--- config.mk ---
export PLATFORM = sky130hd
export DESIGN_NAME = obstacle_scheduler
export DESIGN_NICKNAME = d
export VERILOG_FILES = /design/src/rtl/heroe_pkg.sv /design/src/rtl/obstacle_lfsr.sv /design/src/rtl/obstacle_scheduler.sv
export SDC_FILE = /design/constraint.sdc
export NUM_CORES = 1
export LEC_CHECK = 0
export ABC_AREA = 1
export CELL_PAD_IN_SITES_DETAIL_PLACEMENT = 0
export CELL_PAD_IN_SITES_GLOBAL_PLACEMENT = 1
export CORE_MARGIN = 2
export CORE_UTILIZATION = 30
export CTS_CLUSTER_DIAMETER = 150
export DETAILED_ROUTE_END_ITERATION = 7
export GPL_ROUTABILITY_DRIVEN = 0
export PLACE_DENSITY = 0.78
export REMOVE_ABC_BUFFERS = 1
export SLEW_MARGIN = 5
export SYNTH_ARGS = -nofsm -noshare
export SYNTH_HDL_FRONTEND = slang
export SYNTH_HIERARCHICAL = 1
export SYNTH_SLANG_ARGS = --single-unit
--- constraint.sdc ---
create_clock -name clk -period 1.8 [get_ports clk]
set_input_delay 0.36 -clock clk [delete_from_list [all_inputs] [get_ports clk]]
set_output_delay 0.36 -clock clk [all_outputs]
set_load 0.02 [all_outputs]
--- src/rtl/heroe_pkg.sv ---
// Shared definitions for the HEROE runner game: game state encodings,
// obstacle geometry and the obstacle-type mapping helper.
package heroe_pkg;

    typedef enum logic [1:0] {
        ST_IDLE  = 2'b00,
        ST_RUN   = 2'b01,
        ST_PAUSE = 2'b10,
        ST_OVER  = 2'b11
    } game_state_t;

    localparam int OBS_TYPES = 10;
    localparam int OBS_W     = 7;
    localparam int SCORE_W   = 16;

    // Fold a 4-bit random nibble onto the 0..OBS_TYPES-1 ROM index range.
    function automatic logic [3:0] map_obs_type(input logic [3:0] nibble);
        logic [3:0] result;
        if (nibble < 4'(OBS_TYPES)) begin
            result = nibble;
        end else begin
            result = nibble - 4'(OBS_TYPES);
        end
        return result;
    endfunction

endpackage

--- src/rtl/obstacle_lfsr.sv ---
// 8-bit Fibonacci LFSR (taps 8,6,5,4) that advances only when enabled and
// presents the new low nibble, folded to 0..9, as the obstacle type.
module obstacle_lfsr
    import heroe_pkg::*;
#(
    parameter logic [7:0] SEED = 8'hA5
) (
    input  logic       clk,
    input  logic       rst,
    input  logic       en,
    output logic [3:0] tipo_obs
);

    logic [7:0] lfsr_r;
    logic [7:0] lfsr_nxt_s;
    logic [3:0] tipo_r;

    // Next LFSR value: shift left, feedback from taps 8,6,5,4.
    always_comb begin
        lfsr_nxt_s = {lfsr_r[6:0], lfsr_r[7] ^ lfsr_r[5] ^ lfsr_r[4] ^ lfsr_r[3]};
    end

    // LFSR and type register; the type is taken from the post-shift value.
    always_ff @(posedge clk) begin
        if (rst) begin
            lfsr_r <= SEED;
            tipo_r <= 4'd0;
        end else if (en) begin
            lfsr_r <= lfsr_nxt_s;
            tipo_r <= map_obs_type(lfsr_nxt_s[3:0]);
        end else begin
            lfsr_r <= lfsr_r;
            tipo_r <= tipo_r;
        end
    end

    assign tipo_obs = tipo_r;

endmodule

--- src/rtl/obstacle_scheduler.sv ---
// Obstacle sequencer for the HEROE runner: game FSM, scroll tick, column
// buffer, gap insertion and score counting.
// Optional build macro OBSTACLE_SPEEDUP_EN shortens the scroll period every
// 8 points; without it the period is the constant TICK_DIV.
module obstacle_scheduler
    import heroe_pkg::*;
#(
    parameter int         TICK_DIV = 4,
    parameter int         N_COLS   = 8,
    parameter int         GAP_MIN  = 2,
    parameter logic [7:0] SEED     = 8'hA5
) (
    input  logic                      clk,
    input  logic                      rst,
    input  logic                      start,
    input  logic                      pause,
    input  logic                      collision,
    output logic [3:0]                tipo_obs,
    input  logic [6:0]                obstaculo,
    output logic [N_COLS*7-1:0]       col_out,
    output logic                      step,
    output logic [15:0]               score,
    output logic [1:0]                state
);

    localparam int TW    = $clog2(TICK_DIV + 1);
    localparam int GAP_W = (GAP_MIN < 1) ? 1 : $clog2(GAP_MIN + 1);
    localparam int BUF_W = N_COLS * OBS_W;

    localparam logic [TW-1:0]    TICK_DIV_C = TW'(TICK_DIV);
    localparam logic [GAP_W-1:0] GAP_MIN_C  = GAP_W'(GAP_MIN);

    game_state_t         state_r, state_nxt_s;
    logic [BUF_W-1:0]    col_r;
    logic [SCORE_W-1:0]  score_r, score_nxt_s;
    logic [TW-1:0]       tick_r;
    logic [TW-1:0]       period_s;
    logic [GAP_W-1:0]    gap_r;
    logic                step_r;
    logic                restart_s;
    logic                run_tick_s;
    logic                do_step_s;
    logic                score_inc_s;
    logic [OBS_W-1:0]    ins_col_s;

    // State register.
    always_ff @(posedge clk) begin
        if (rst) begin
            state_r <= ST_IDLE;
        end else begin
            state_r <= state_nxt_s;
        end
    end

    // Next-state and per-cycle control; collision outranks pause, pause outranks a step.
    always_comb begin
        state_nxt_s = state_r;
        restart_s   = 1'b0;
        run_tick_s  = 1'b0;
        do_step_s   = 1'b0;
        case (state_r)
            ST_IDLE, ST_OVER: begin
                if (start) begin
                    state_nxt_s = ST_RUN;
                    restart_s   = 1'b1;
                end else begin
                    state_nxt_s = state_r;
                end
            end
            ST_RUN: begin
                if (collision) begin
                    state_nxt_s = ST_OVER;
                end else if (pause) begin
                    state_nxt_s = ST_PAUSE;
                end else begin
                    state_nxt_s = ST_RUN;
                    run_tick_s  = 1'b1;
                    do_step_s   = (tick_r == (period_s - TW'(1)));
                end
            end
            ST_PAUSE: begin
                if (collision) begin
                    state_nxt_s = ST_OVER;
                end else if (!pause) begin
                    state_nxt_s = ST_RUN;
                end else begin
                    state_nxt_s = ST_PAUSE;
                end
            end
            default: begin
                state_nxt_s = ST_IDLE;
            end
        endcase
    end

    // Column to insert and score increment decision for the current step.
    always_comb begin
        score_nxt_s = score_r + 16'd1;
        if (gap_r == GAP_MIN_C) begin
            ins_col_s = obstaculo;
        end else begin
            ins_col_s = {OBS_W{1'b0}};
        end
        score_inc_s = do_step_s && (col_r[OBS_W-1:0] != {OBS_W{1'b0}})
                      && (score_r != 16'hFFFF);
    end

    // Buffer, score, tick, gap counter and step pulse.
    always_ff @(posedge clk) begin
        if (rst) begin
            col_r   <= {BUF_W{1'b0}};
            score_r <= 16'd0;
            tick_r  <= {TW{1'b0}};
            gap_r   <= {GAP_W{1'b0}};
            step_r  <= 1'b0;
        end else if (restart_s) begin
            col_r   <= {BUF_W{1'b0}};
            score_r <= 16'd0;
            tick_r  <= {TW{1'b0}};
            gap_r   <= {GAP_W{1'b0}};
            step_r  <= 1'b0;
        end else if (do_step_s) begin
            col_r   <= {ins_col_s, col_r[BUF_W-1:OBS_W]};
            score_r <= score_inc_s ? score_nxt_s : score_r;
            tick_r  <= {TW{1'b0}};
            gap_r   <= (gap_r == GAP_MIN_C) ? {GAP_W{1'b0}} : gap_r + GAP_W'(1);
            step_r  <= 1'b1;
        end else if (run_tick_s) begin
            tick_r  <= tick_r + TW'(1);
            step_r  <= 1'b0;
        end else begin
            step_r  <= 1'b0;
        end
    end

`ifdef OBSTACLE_SPEEDUP_EN
    localparam int DEC_I   = TICK_DIV / 8;
    localparam int FLOOR_I = (TICK_DIV / 4 < 1) ? 1 : TICK_DIV / 4;
    localparam logic [TW-1:0] DEC_C   = TW'(DEC_I);
    localparam logic [TW-1:0] FLOOR_C = TW'(FLOOR_I);

    logic [TW-1:0] period_r;

    // Shorten the scroll period each time the score reaches a multiple of 8.
    always_ff @(posedge clk) begin
        if (rst) begin
            period_r <= TICK_DIV_C;
        end else if (restart_s) begin
            period_r <= TICK_DIV_C;
        end else if (score_inc_s && (score_nxt_s[2:0] == 3'd0)) begin
            if (period_r >= (FLOOR_C + DEC_C)) begin
                period_r <= period_r - DEC_C;
            end else begin
                period_r <= FLOOR_C;
            end
        end else begin
            period_r <= period_r;
        end
    end

    assign period_s = period_r;
`else
    assign period_s = TICK_DIV_C;
`endif

    obstacle_lfsr #(
        .SEED(SEED)
    ) u_lfsr (
        .clk      (clk),
        .rst      (rst),
        .en       (do_step_s),
        .tipo_obs (tipo_obs)
    );

    assign col_out = col_r;
    assign step    = step_r;
    assign score   = score_r;
    assign state   = state_r;

endmodule

Word-level counts from Yosys, hierarchy flattened
Index checks and enable logic that the tools add are counted.
{"block": "totals", "inputBits": 12, "ff_bits": 92, "word_cells": 48, "out_inout_bits": 79}
{"block": "classes", "n_addsub": 4, "n_reduce_logical": 9, "eq_ne": 7, "bitwise_logic": 3, "magnitude_cmp": 1, "n_mux": 16}
{"op": "$add A16 B1 Y16 const B", "count": 1}
{"op": "$ne A16 B16 Y1 const B", "count": 1}
{"op": "$mux W1", "count": 9}
{"op": "$mux W2", "count": 4}
{"op": "$mux W7", "count": 1}
{"op": "$reduce_bool A7 Y1", "count": 1}
{"op": "$eq A2 B2 Y1 const B", "count": 3}
{"op": "$reduce_or A2 Y1", "count": 3}
{"op": "$lt A4 B4 Y1 const B", "count": 1}
{"op": "$mux W4", "count": 1}
{"op": "$pmux W2 S2", "count": 1}
{"op": "$sub A4 B4 Y4 const B", "count": 1}
{"op": "$add A3 B1 Y3 const B", "count": 1}
{"op": "$eq A3 B2 Y1 const B", "count": 1}
{"op": "$reduce_or A3 Y1", "count": 1}
{"op": "$xor A1 B1 Y1", "count": 3}
{"op": "$add A2 B1 Y2 const B", "count": 1}
{"op": "$eq A2 B1 Y1 const B", "count": 1}
{"op": "$logic_and A1 B1 Y1", "count": 2}
{"op": "$logic_not A2 Y1", "count": 1}
{"op": "$ne A2 B2 Y1 const B", "count": 1}
{"op": "$reduce_and A2 Y1", "count": 1}

Logic depth before layout (Yosys ltp)
Gate-level depths: netlist of run 1.
{"block": "depth", "word_depth": 7, "ltp_mapped": 10, "depth_no_buf": 10}

By module
The synthesis of run 1 kept the hierarchy.
{"mod": "obstacle_scheduler", "instances": 1, "seq_area_each_um2": 1601.5, "area_per_inst_um2": 3181.8, "cells_each": 395}
{"mod": "obstacle_lfsr", "instances": 1, "seq_area_each_um2": 240.2, "area_per_inst_um2": 509.2, "cells_each": 72}

Worst setup path after synthesis of run 1
Ideal clock, no wire load.
{"block": "synth_path", "kind": "reg-to-reg", "startpoint": "reg state_r[1] (netlist: state[1])", "endpoint": "reg gap_r[0]", "stages_incl_launch_ff": 9, "setup_ps": 84, "t_arrival_ps": 1641, "synth_period_minus_slack_ps": 1726, "required_ps": 1716, "slack_ps": 74, "cell_sequence": "dfxtp_1 -> inv_1 -> ha_1 -> a21oi_4 -> inv_2 -> nor2_8 -> inv_2 -> buf_2 -> o31ai_2"}
{"block": "synth_via", "elab_chain_len": 4, "elab_cells_between_ends": 7, "cone_classes": "eq/ne: 2; mux: 2; reduce/logical: 3"}
{"item": "start: declaration", "line_no": "obstacle_scheduler.sv:33", "rtl": "game_state_t state_r, state_nxt_s;"}
{"item": "start signal: assignment", "line_no": "obstacle_scheduler.sv:51", "rtl": "state_r <= state_nxt_s;"}
{"item": "$eq A2 B2 Y1 or $logic_not A2 Y1 (tied branches)", "line_no": "obstacle_scheduler.sv:61", "rtl": "case (state_r)"}
{"item": "$reduce_or A2 Y1", "line_no": "obstacle_scheduler.sv:61"}
{"item": "$mux W1", "line_no": "obstacle_scheduler.sv:61"}
{"item": "$reduce_or A2 Y1 (no source line)"}
{"item": "end signal: assignment", "line_no": "obstacle_scheduler.sv:114", "rtl": "gap_r <= {GAP_W{1'b0}};"}
{"item": "end signal: assignment", "line_no": "obstacle_scheduler.sv:120", "rtl": "gap_r <= {GAP_W{1'b0}};"}
{"item": "end signal: assignment", "line_no": "obstacle_scheduler.sv:126", "rtl": "gap_r <= (gap_r == GAP_MIN_C) ? {GAP_W{1'b0}} : gap_r + GAP_W'(1);"}
{"item": "end: declaration", "line_no": "obstacle_scheduler.sv:38", "rtl": "logic [GAP_W-1:0] gap_r;"}
Several ways; a longest one is shown, not always the timed one.
A chain may end at the register's enable or synchronous reset.

Worst setup path after layout of run 1
{"block": "layout_path", "startpoint": "reg score_r[6] (netlist: score[6])", "endpoint": "out score[6]"}
{"item": "start: declaration", "line_no": "obstacle_scheduler.sv:35", "rtl": "logic [SCORE_W-1:0] score_r, score_nxt_s;"}
{"item": "start signal: assignment", "line_no": "obstacle_scheduler.sv:124", "rtl": "score_r <= score_inc_s ? score_nxt_s : score_r;"}
{"item": "end: declaration", "line_no": "obstacle_scheduler.sv:22", "rtl": "output logic [15:0] score,"}
No word-level cell between the ends.

==> summary.md, run 1 <==
| Metric | Value |
|---|---|
| Post-route minimum period | `around 1.8 ns` |
| Chip width | `115 um` |
| Setup crit start kind | `flop` |
| Via Count | `~3300` |
| Vias per cell | `4.52` |
| Die Span Y | `~110 um` |
| Synth area leaders | `dfxtp_1, nand2_1, inv_1` |
| Ports | `91` |
| GR Util met1 | `17.2%` |
| Hold-fix buffers, CTS | `0` |
| Crit path DAT | `1.40 ns` |
| Mapped Area | `3690 um^2` |
| Final period utilization | `between 90% and 100%` |
| Endpoints failing setup | `0` |
| Power per standard cell area | `801 nW/um^2` |
| Synth warn | `6` |
| Placed insts | `704` |
| Post-DP HPWL | `between 6000 and 7000 um` |
| Critical path's top delay family | `buffers and inverters` |
| Yosys top cell by area | `dfxtp_1` |
| Syn_area_per_cell | `7.90 um^2` |
| RSZ-0062 raised after global routing | `false` |
| Met3 usage | `7.22%` |
| Flops & latches, synth | `between 90 and 100` |
| Number of setup buffers added after CTS | `0` |
| Outcome | `finished clean` |
| Layout cells sized above 1 | `9.77%` |
| Total Nets Final | `585` |
| Critical R2R Capture | `score[8]` |
| Max_slew headroom | `66.3%` |
| Worst-path cell chain | `clkdlybuf4s50_1` |
| Critical Path RT | `1.44 ns` |
| Clock Skew | `around 0.0074 ns` |
| Switching fraction of total power | `24.2%` |
| PortBufs | `90` |
| Worst Setup SP | `score[6]` |
| Min-delay worst type | `reg -> reg` |
| Net Switching | `0.000999 W` |
| Antenna violations before repair | `0` |
| # rows | `40` |
| CP max stage delay | `around 0.64 ns` |
| Total grt overflow | `0` |
| Max Cap Violations | `0` |
| Leak | `1.91 nW` |
| Most frequent cells in the layout | `dfxtp_1, nand2_1, inv_1, clkdlybuf4s50_1, o22ai_1` |
| Stages on the worst setup path | `1` |
| Clk sinks | `92` |
| Crit path buf inv count | `1` |
| Synth Instances | `467` |
| CTS root buf | `clkbuf_16` |
| Worst Reg-to-Reg Cells | `9` |
| Area delta synth->final | `39.6%` |
| Core area | `12000 um^2` |
| Diode count | `0` |
| First-pass GRT wire length | `14800 um` |
| Largest net degree at the start of global routing | `50` |
| WHS | `0.463 ns` |
| DR WL/cell | `~12 um` |
| Gr busiest metal | `met2` |
| Initial DRC count | `approximately 70` |
| TritonCTS Buffers | `9` |
| Antenna Violating Nets Remaining | `0` |
| Final Util | `~43%` |
| Initial Utilization | `30.7%` |
| Clk slew on worst S/H paths | `0.07 ns` |
| Slew Viols, Final | `0` |
| Synth cell types | `29` |
| Flop-to-flop setup slack | `0.11 ns` |
| Die Footprint | `13200 um^2` |
| P_int | `0.00313 W` |
| VDD IR-drop max | `0.000404 V` |
| Longest Clk Path Bufs | `2` |
| DRT Pass-1 Iters | `4` |
| All-Layer GR Usage | `between 10 and 15%` |
| Fillcell total | `1202` |
| Worst setup endpoint | `score[6]` |
| Drc violations | `0` |
| CTS tree | `built` |
| Clk Latency, worst-skew pair | `0.34 ns` |
| Slowest-stage cell, CP | `clkdlybuf4s50_1` |
| Post-synthesis sequential area ratio | `between 40% and 50%` |
| FMAX | `568 MHz` |
| Least-Margin Pin Slew | `0.504 ns` |
| Synth top area share | `between 40 and 50%` |
| Most common cell after layout, fill and taps aside | `dfxtp_1` |
| Logic gate share of total power | `under 10%` |
| Met2 usage | `between 20% and 30%` |
| Htree depth | `3` |
| Maximum fanout along the worst path | `5` |
| Endpoints failing hold | `0` |
| CP Capture Type | `output port` |
| Clock power share | `44.9%` |
| WL final | `between 8000 and 9000 um` |
| Fin cells | `between 700 and 800` |
| R2R Path Start | `tick_r[0]` |
| Crit Path Category | `reg -> out` |
| Flop pwr share | `49.6%` |
| Number of global-route vias before repair | `3153` |
[metrics by stage]
| step | area (um^2) | setup slack [ns] | total power, W | TNS, ns |
|---|---|---|---|---|
| global placement | 4860 | -0.0299 | 0.00232 | -0.0301 |
| CTS | 5140 | 0.00912 | 0.00418 | 0 |
| floorplan | 3600 | -0.408 | 0.00221 | -23.71 |
| detailed placement | 4860 | -0.0982 | 0.00232 | -0.884 |
| global route | 5150 | 0.000809 | 0.00430 | 0 |
| finish | 5150 | 0.0409 | 0.00413 | 0 |
[registers in the layout (all words and copies together) (netlist names)]
register,cells
col_out,56
u_lfsr/lfsr_r,8
gap_r,2
u_lfsr/tipo_obs,4
state,2
tick_r,3
step,1
score,16
[how the worst min path moves through the flow]
stage                                   from                 end  slack, ns  cells after the start
after global routing                gap_r[1]            gap_r[0]       0.49                      1
after detailed placement            gap_r[1]            gap_r[0]       0.45                      1
after CTS                           gap_r[1]            gap_r[0]       0.47                      1
after floorplan                          rst            state[1]       0.43                      1
final                     u_lfsr/tipo_obs[0]  u_lfsr/tipo_obs[0]       0.46                      2
after global placement              gap_r[1]            gap_r[0]       0.44                      1
[power by group through the flow]
| stage | sequential [W] | clock [W] | combinational [W] |
|---|---|---|---|
| 4_1_cts | 0.00205 | 0.00191 | 0.000226 |
| 3_5_place_dp | 0.00210 | 0 | 0.000225 |
| 2_1_floorplan | 0.00211 | 0 | 0.000102 |
| 6_report | 0.00205 | 0.00185 | 0.000227 |
| 5_1_grt | 0.00205 | 0.00200 | 0.000247 |
| 3_3_place_gp | 0.00210 | 0 | 0.000223 |
[final cells by class]
class,instances,area (um^2),area share (%)
Sequential cell,92,1840,35.8
Multi-Input combinational cell,271,1440,27.8
Timing Repair Buffer,106,1070,20.8
Inverter,88,330,6.41
Clock buffer,10,239,4.64
Tap cell,147,184,3.57
Clock inverter,6,52.6,1.02
[cells by family (layout without fill, tap and decap cells)]
family	after synthesis	in the layout	share of synthesized area, %
buf+inv	104	210	11.4
xor+xnor	8	8	1.90
flops	92	92	49.9
simple gates	159	159	19.5
compound gates	99	99	15.7
fa+ha+maj	5	5	1.69
[per-layer routing]
metal  share of wire [%]  vias to the layer above
met5                   0                        -
met1                  45                     1446
met3                  11                        9
met2                  43                       82
met4                 1.4                        0
li1                    -                     1720
[repair_timing]
action / CTS / global route
hold endpoints to repair: 0 / 0
endpoints found under the setup margin: 7 / 5
gates resized for setup: 7 / 5
[Yosys cell counts (all sizes together)]
cell type / n
dfxtp: 92
a21oi: 31
nand3: 24
o22ai: 48
clkbuf: 2
or2: 1
buf: 14
o31ai: 1
clkinv: 1
o21ai: 18
nor3: 5
nor2: 31
inv: 87
a311oi: 1
xor2: 4
xnor2: 4
nand4: 8
ha: 5
nand2: 90
Power figures use the tool's default switching activity.
==> run 2: changes to the inputs <==
- DONT_BUFFER_PORTS: not set -> 1
- PLACE_DENSITY: 0.78 -> 0.65
==> run 2 against run 1 <==
  * Sequential share of layout area increased by 5.7 points
  * Highest routed layer unchanged
  * Core utilization shrank 5.9 points
  * Setup slack gained 0.092 ns
  * Power shrank 0.53%
  * Clock skew down 0.00050 ns
  * Critical path depth up 7
==> summary.md, run 2 (synthesis gave the netlist of run 1 again) <==
| Metric | Value |
|---|---|
| Outcome | `finished clean` |
| Total Nets Final | `about 520` |
| Longest Clk Path Bufs | `2` |
| Core area | `approximately 12000 um^2` |
| Hold depth | `1` |
| Initial DRC count | `120` |
| Chip width | `approximately 110 um` |
| Crit path DAT | `1.90 ns` |
| Ports | `91` |
| Largest net degree at the start of global routing | `60` |
| Clk slew on worst S/H paths | `approximately 0.060 ns` |
| Most common cell after layout, fill and taps aside | `dfxtp_1` |
| Hold_sp | `rst` |
| Final period utilization | `a little over 90%` |
| Flop-to-flop setup slack | `about 0.13 ns` |
| Antenna Violating Nets Remaining | `0` |
| Endpoints failing hold | `0` |
| Setup crit start kind | `flop` |
| Least-Margin Pin Slew | `0.498 ns` |
| Diode count | `0` |
| Max Cap Violations | `0` |
| Placed insts | `636` |
| Final Util | `a little under two fifths` |
| VDD IR-drop max | `slightly below 0.0006 V` |
| Hold-fix buffers, CTS | `0` |
| Most frequent cells in the layout | `dfxtp_1, nand2_1, inv_1, o22ai_1, buf_4` |
| CTS tree | `built` |
| Maximum fanout along the worst path | `12` |
| Endpoints failing setup | `0` |
| Clock Skew | `between 0.006 and 0.007 ns` |
| CTS root buf | `clkbuf_16` |
| Total grt overflow | `0` |
| Number of global-route vias before repair | `between 3000 and 4000` |
| Post-DP HPWL | `6180 um` |
| TritonCTS Buffers | `9` |
| Min-delay worst type | `in -> reg` |
| FMAX | `600 MHz` |
| Initial Utilization | `30.7%` |
| Critical R2R Capture | `col_out[36]` |
| Post-layout instance area | `4440 um^2` |
| Routed wl met3 | `~800 um` |
| CP Capture Type | `flop` |
| Post-route minimum period | `1.67 ns` |
| Area delta synth->final | `20.3%` |
| DR WL/cell | `13.3 um` |
| DRT Pass-1 Iters | `7` |
| Drc violations | `0` |
| Antenna violations before repair | `0` |
| Htree depth | `3` |
| Met1 WL | `3910 um` |
| R2R Path Start | `tick_r[0]` |
| Leak | `between 1.5 and 2 nW` |
| Flip-flop count of the largest register after layout | `56` |
| Post-DP Area | `between 4000 and 5000 um^2` |
| WL final | `a little under 9000 um` |
| PortBufs | `0` |
| Clk sinks | `92` |
| Crit Path Category | `reg -> reg` |
| Routed wl met2 | `between 3000 and 4000 um` |
| Slew Viols, Final | `0` |
| Die Span Y | `115 um` |
| All-Layer GR Usage | `between 10% and 20%` |
| Max layer used | `met4` |
| Worst Reg-to-Reg Cells | `8` |
| # rows | `40` |
| Critical Path RT | `2.03 ns` |
| Layout cells sized above 1 | `15.4%` |
| Power per standard cell area | `roughly 930 nW/um^2` |
| Clk Latency, worst-skew pair | `0.35 ns` |
| Vias per cell | `4.59` |
| Max_slew headroom | `66.7%` |
| Die Footprint | `13200 um^2` |
| First-pass GRT wire length | `14500 um` |
| WHS Endpoint | `u_lfsr/tipo_obs[0]` |
| Fin cells | `between 600 and 700` |
| Via Count | `2994` |
-- run 2: cell types whose count changed in the layout (fill, tap and decap cells not counted), sizes merged --
cell	change
clkdlybuf4s50	-80
buf	+24
dlygate4sd2	-7
dlymetal6s2s	-3
inv	-3
bufinv	+1
clkbuf	-1
clkinv	+1
-- run 2: what timing repair did --
| item | 4_1_cts | 5_1_grt |
|---|---|---|
| endpoints found under the hold margin | 0 | 0 |
| setup endpoints to repair | 0 | 2 |
| buffers inserted | 0 | 2 |
| resized for setup | 0 | 3 |
-- run 2: power breakdown --
group	total [W]	internal, W	leakage, nW	switching [W]
Sequential	0.00205	0.00204	0.741	0.00000511
Combinational	0.000184	0.0000550	0.758	0.000129
Clock	0.00188	0.00107	0.138	0.000806
-- run 2: metal layers --
layer / vias to the layer above / track usage [%]
li1: 1586 / -
met1: 1319 / 16.8
met2: 75 / 21.5
met3: 14 / 6.17
met4: 0 / 7.39
met5: - / 0
-- run 2: worst max path at each step --
stage                          from                  to  slack, ns  cells after the start
after floorplan            state[1]          col_out[0]      -0.41                      5
after global placement    tick_r[0]  u_lfsr/tipo_obs[1]       0.17                      9
after detailed placement  tick_r[0]  u_lfsr/tipo_obs[2]       0.10                      9
after CTS                 tick_r[0]  u_lfsr/tipo_obs[2]       0.07                      9
after global routing      tick_r[0]         col_out[27]    -0.0003                      8
final                     tick_r[0]         col_out[36]       0.13                      8
-- run 2: worst max-delay path, stage by stage (launching register included) --
cell and delay (ns):
dfxtp_1 0.33, ha_1 0.20, ha_1 0.21, nand4_4 0.12, buf_4 0.15, nor2_8 0.03, inv_2 0.20, buf_4 0.23
o22ai_1 0.08
-- run 2: cell type report --
| cell class | count | area (um^2) |
|---|---|---|
| fill | 1264 | 7570 |
| sequential | 92 | 1840 |
| multi-input combinational | 271 | 1440 |
| timing repair buffer | 40 | 354 |
| inverter | 88 | 330 |
| clock buffer | 9 | 225 |
| tap | 147 | 184 |
| clock inverter | 5 | 63.8 |
-- run 2: per-stage QoR --
step / hold slack [ns] / setup slack, ns / setup TNS (ns) / total power (W)
after floorplan: 0.429 / -0.408 / -23.71 / 0.00221
after global placement: 0.431 / 0.167 / 0 / 0.00228
after detailed placement: 0.432 / 0.104 / 0 / 0.00228
after CTS: 0.0629 / 0.0746 / 0 / 0.00419
after global routing: 0.0667 / -0.000311 / -0.000311 / 0.00429
final: 0.0807 / 0.133 / 0 / 0.00411
